[src/rtl/fifo_stream_reader_if.sv]
// Valid/ready stream bundle carrying FIFO words to downstream DAC/sequencer logic.
interface fifo_stream_reader_if #(
    parameter int data_width = 16
);
    logic [data_width-1:0] m_tdata;
    logic                  m_tvalid;
    logic                  m_tready;
    logic                  m_tlast;

    modport master (
        output m_tdata,
        output m_tvalid,
        output m_tlast,
        input  m_tready
    );

    modport slave (
        input  m_tdata,
        input  m_tvalid,
        input  m_tlast,
        output m_tready
    );
endinterface

[src/rtl/fifo_stream_reader.sv]
// FIFO drain reader: read strobes, 3-entry skid queue, valid/ready stream out.
// Optional m_tlast framing every burst_len beats when FIFO_READER_TLAST_EN is defined.
module fifo_stream_reader #(
    parameter int data_width = 16,
    parameter int len_width  = 16
) (
    input  logic                  clk,
    input  logic                  reset,
    input  logic                  enable,
    input  logic [len_width-1:0]  burst_len,
    input  logic [data_width-1:0] fifo_dout,
    input  logic                  fifo_empty,
    output logic                  fifo_read,
    output logic                  busy,
    fifo_stream_reader_if.master  m
);

    typedef enum logic [1:0] {
        IDLE,
        RUN,
        DRAIN
    } state_t;

    state_t                state;
    logic                  inflight;
    logic [1:0]            occ;
    logic [1:0]            occ_nxt;
    logic [1:0]            head;
    logic [1:0]            tail;
    logic [data_width-1:0] mem [3];
    logic                  push;
    logic                  pop;

    function automatic logic [1:0] nxt_ptr(input logic [1:0] p);
        return (p == 2'd2) ? 2'd0 : p + 2'd1;
    endfunction

    assign push       = inflight;
    assign pop        = m.m_tvalid & m.m_tready;
    assign m.m_tvalid = (occ != 2'd0);
    assign m.m_tdata  = mem[head];
    assign busy       = (state != IDLE);

    // Queued plus in-flight words must never exceed the queue depth.
    assign fifo_read = (state == RUN) & enable & ~fifo_empty &
                       (({1'b0, occ} + {2'b00, inflight}) < 3'd3);

    always_comb begin
        occ_nxt = occ;
        case ({push, pop})
            2'b10:   occ_nxt = occ + 2'd1;
            2'b01:   occ_nxt = occ - 2'd1;
            default: occ_nxt = occ;
        endcase
    end

    always_ff @(posedge clk or negedge reset) begin
        if (!reset) begin
            state    <= IDLE;
            inflight <= 1'b0;
            occ      <= 2'd0;
            head     <= 2'd0;
            tail     <= 2'd0;
            for (int i = 0; i < 3; i++) begin
                mem[i] <= '0;
            end
        end else begin
            inflight <= fifo_read;
            occ      <= occ_nxt;
            if (push) begin
                mem[tail] <= fifo_dout;
                tail      <= nxt_ptr(tail);
            end
            if (pop) begin
                head <= nxt_ptr(head);
            end
            case (state)
                IDLE:    if (enable) state <= RUN;
                RUN:     if (!enable) state <= DRAIN;
                // Leave as the last word goes out so busy drops right after it.
                DRAIN:   if (occ_nxt == 2'd0) state <= IDLE;
                default: state <= IDLE;
            endcase
        end
    end

`ifdef FIFO_READER_TLAST_EN
    logic [len_width-1:0] burst_q;
    logic [len_width-1:0] beat_cnt;
    logic                 last_beat;

    assign last_beat = (burst_q != '0) &&
                       (beat_cnt == burst_q - len_width'(1));
    assign m.m_tlast = m.m_tvalid & last_beat;

    always_ff @(posedge clk or negedge reset) begin
        if (!reset) begin
            burst_q  <= '0;
            beat_cnt <= '0;
        end else if (state == IDLE) begin
            beat_cnt <= '0;
            if (enable) begin
                burst_q <= burst_len;
            end
        end else if (pop) begin
            beat_cnt <= last_beat ? '0 : beat_cnt + len_width'(1);
        end
    end
`else
    logic unused_burst;

    assign unused_burst = ^burst_len;
    assign m.m_tlast    = 1'b0;
`endif

endmodule

[src/flat_wrapper.sv]
// flat-port wrapper written by rule: the top's interface ports become plain ports
module fifo_stream_reader_flat 
#(
    parameter int data_width = 16,
    parameter int len_width  = 16
)
  (clk, reset, enable, burst_len, fifo_dout, fifo_empty, fifo_read, busy, m_m_tdata, m_m_tvalid, m_m_tlast, m_m_tready);
  fifo_stream_reader_if #(.data_width(data_width)) m_i ();
  input  logic clk;
  input  logic reset;
  input  logic enable;
  input  logic [len_width-1:0] burst_len;
  input  logic [data_width-1:0] fifo_dout;
  input  logic fifo_empty;
  output logic fifo_read;
  output logic busy;
  output wire logic [$bits(m_i.m_tdata)-1:0] m_m_tdata;
  output wire logic [$bits(m_i.m_tvalid)-1:0] m_m_tvalid;
  output wire logic [$bits(m_i.m_tlast)-1:0] m_m_tlast;
  input wire logic [$bits(m_i.m_tready)-1:0] m_m_tready;
  assign m_m_tdata = m_i.m_tdata;
  assign m_m_tvalid = m_i.m_tvalid;
  assign m_m_tlast = m_i.m_tlast;
  assign m_i.m_tready = m_m_tready;
  fifo_stream_reader #(.data_width(data_width), .len_width(len_width)) u_core (.clk(clk), .reset(reset), .enable(enable), .burst_len(burst_len), .fifo_dout(fifo_dout), .fifo_empty(fifo_empty), .fifo_read(fifo_read), .busy(busy), .m(m_i));
endmodule
[config.mk]
export PLATFORM = sky130hd
export DESIGN_NAME = fifo_stream_reader_flat
export DESIGN_NICKNAME = d
export VERILOG_FILES = /design/src/rtl/fifo_stream_reader_if.sv /design/src/rtl/fifo_stream_reader.sv /design/src/flat_wrapper.sv
export SDC_FILE = /design/constraint.sdc
export NUM_CORES = 1
export LEC_CHECK = 0
export CORE_MARGIN = 10
export CORE_UTILIZATION = 45
export CTS_CLUSTER_DIAMETER = 80
export DETAILED_ROUTE_END_ITERATION = 16
export PLACE_DENSITY = 0.75
export SYNTH_ARGS = -nofsm -noshare
export SYNTH_HDL_FRONTEND = slang
export SYNTH_SLANG_ARGS = --single-unit
[constraint.sdc]
create_clock -name clk -period 1.9 [get_ports clk]
set_input_delay 0.285 -clock clk [delete_from_list [all_inputs] [get_ports clk]]
set_output_delay 0.285 -clock clk [all_outputs]
set_load 0.01 [all_outputs]
==> results.ini <==
[pwr]
power_density_nw_per_um2 = 1610
power_mw = 5.34
static-leakage-power_nw = 1.52
ir_worst_vdd_mv = 0.667

[synthesis]
synthFlopType = dfrtp_1
syn-num-nets = 240
post_synth_inst_count = 200
complex_gate_fraction_of_the_synthesized_area_pct = 4.53
synth_seq_area_share_pct = 54.4
syn_avg_cell_area_um2 = 13.1
synth.ff_latch_count = 57
area_fraction_in_and_or_nand_and_nor_cells_after_synthesis_pct = 6.20
yosys_warnings = 0
synthArstFlopShare_pct = 100
edff_count_synth = 0
synthDominantCellAreaShare_pct = 54.4
synth.distinct_cells = 31
synth_xor_area_share_pct = 1.00
synth-adder-area-share_pct = 1.43
synthDominantAreaCellType = dfrtp_1
post_synthesis_mux_area_share_pct = 28.6
synth_top_family_by_area = multiplexers
synth_area_leaders = dfrtp_1, mux2_2, mux2i_1, mux2_4, o21ai_0
post_synth_design_cell_area_um2 = 2620

[sta]
worst_clock_skew_ns = 0.00454
post-route-period-util_pct = 96.2
worst_slew_pin_slew_ns = 0.573
postLayoutSetupSlackWorst_ns = 0.0723
timing_max_transition_violations_final = 0
period_minus_slack_ns = 1.83
timing.final.setup_violations = 0
max_clock_freq_mhz = 547
hold_slack_ns = 0.489
timing.slew.headroom_pct = 61.8
count_of_endpoints_failing_hold_in_the_final_timing_report = 0
grt_setup_unrepaired = true
final.setup.tns_ns = 0

[clocking]
cts.htree.levels = 3
worst_skew_pair.late_latency_ns = 0.32
clockBufferDepth = 2
tritoncts.num_buffers = 9
cts.clk_slew.worst_paths_ns = 0.06
cts_num_sinks = 57
cts.root.buffer_cell = clkbuf_8
cts_tree = done

[final_layout]
num_antenna_cells = 0
layout_common_cells = dfrtp_1, mux2_2, clkdlybuf4s50_1, nand2_1, buf_4
fin_area_um2 = 3320
finish.net_count = 297
final_cell_count_no_fill = 332
final_layout_size_suffix_gt1_share_pct = 36.5
layout.core_utilization_pct = 59.6
mostFrequentLayoutCell = dfrtp_1
syn_to_final_growth_pct = 26.7

[worst_setup_path]
endpoint_kind = output pin
worst_path_largest_cell_delay_ns = 0.40
critical_path.slowest_cell = dfrtp_1
start_kind = flip-flop
crit_chain = nor2b_2 -> buf_4 -> buf_4 -> nand2_1 -> o21ai_0 -> clkdlybuf4s15_1
crit_type = flip-flop to output pin
worstPathArrival_ns = 1.54
critical_path_required_ns = 1.62
path_common_cell = buf_4
crit_path_max_fanout = 7

[global_routing]
wire_length_of_the_first_global_routing_pass_um = 8610
grt_start_max_net_pins = 35
globalRouteTotalUtil_pct = 12.1
number_of_global_route_vias_before_repair = 1784
grt_overflow_total = 0
number_of_antenna_violations_at_the_first_check_in_global_routing = 0

[floorplan]
area_of_the_placeable_core_um2 = 5570
initial_core_util_pct = 47.0
chipHeight_um = 96.3
row_count = 27
die_area_um2 = 9280
ioPinCount = 57
chipWidth_um = 96.3

[placed_design]
io_buffers = 39
half_perimeter_wire_length_after_detailed_placement_um = 3630
dpl_cell_area_um2 = 3150
gp_congestion = 0.698
placement.setup.worst_slack_ns = -0.0797
dp_cells = 315

[routing]
avgRoutedWirePerCell_um = 15.8
detail_route.drc_violations = 0
routed_wl_um = 5250
detail_route.iter0.violations = 29
detail_route.vias_per_cell = 5.03
drt_pre_antenna_iters = 4
final_antenna_net_count = 0
via_count = 1671

[run_status]
run_status = complete, no violations

[flow_run]
cap_viol_max_count = 0

[min_path]
holdCritPathClass = input port to asynchronous set/reset pin

cell usage after synthesis (3+ instances only):
cell / n
mux2_4: 10
clkbuf_1: 3
nor2_1: 3
nand2_1: 18
o21ai_0: 18
mux2_2: 39
ha_1: 3
dfrtp_1: 57
mux2i_1: 16
buf_2: 5
power breakdown:
group / internal (mW) / total (mW) / leakage [nW] / switching [mW]
Clock: 0.532 / 0.948 / 0.0826 / 0.416
Sequential: 1.81 / 2.13 / 0.683 / 0.322
Combinational: 1.28 / 2.26 / 0.753 / 0.987
metal layers:
layer	GRT usage [%]	wire [um]	up-vias
li1	-	-	808
met1	14.4	2290	827
met2	18.9	2520	31
met3	4.51	351	5
met4	5.45	85	0
met5	0	0	-
cell type report:
| class | instances | area, um^2 |
|---|---|---|
| multi-input combinational | 127 | 1130 |
| sequential | 57 | 1430 |
| inverter | 4 | 15.0 |
| fill | 458 | 2250 |
| clock buffer | 14 | 163 |
| tap | 72 | 90.1 |
| timing repair buffer | 58 | 499 |
cell families (layout without fill, tap and decap cells):
logic type,after synthesis,in the layout
fa+ha+maj,3,3
mux,65,65
compound gates,22,22
flops,57,57
xor+xnor,3,3
simple gates,33,33
buf+inv,16,76
other cells,1,1
worst max-delay path, delay by kind of cell, from the launching register on:
| kind | cells | cell delay (ns) |
|---|---|---|
| AOI/OAI and AO/OA | 1 | 0.07 |
| DFF | 1 | 0.40 |
| and+or+nand+nor | 2 | 0.20 |
| buffers and inverters | 3 | 0.55 |
worst paths after layout:
| path | startpoint | end | slack [ns] | cells after the start |
|---|---|---|---|---|
| setup / recovery | u_core.head[1]$_DFFE_PN0P_ | m_m_tdata[7] | 0.07 | 6 |
| hold / removal | reset | u_core.mem[11]$_DFFE_PN0P_ | 0.49 | 2 |
| setup reg to reg | u_core.occ[0]$_DFF_PN0_ | u_core.state[1]$_DFFE_PN0P_ | 0.20 | 7 |
| hold reg to reg | u_core.state[1]$_DFFE_PN0P_ | u_core.state[0]$_DFFE_PN0P_ | 0.49 | 1 |
| max in group asynchronous | reset | u_core.mem[5]$_DFFE_PN0P_ | 0.83 | 3 |
| min in group clk | u_core.state[1]$_DFFE_PN0P_ | u_core.state[0]$_DFFE_PN0P_ | 0.49 | 1 |
what timing repair did:
item	4_1_cts	5_1_grt
endpoints found under the setup margin	18	9
hold buffers	1	0
endpoints found under the hold margin	23	0
gates resized for setup	22	20
cloned	0	0
setup buffers	2	0
pin swaps	0	1
registers in the layout (all words and copies together) (netlist names):
name             count
u_core.mem          48
u_core.occ           2
u_core.tail          2
u_core.inflight      1
u_core.state         2
u_core.head          2
Note: power is estimated with default switching activity, not from simulation.
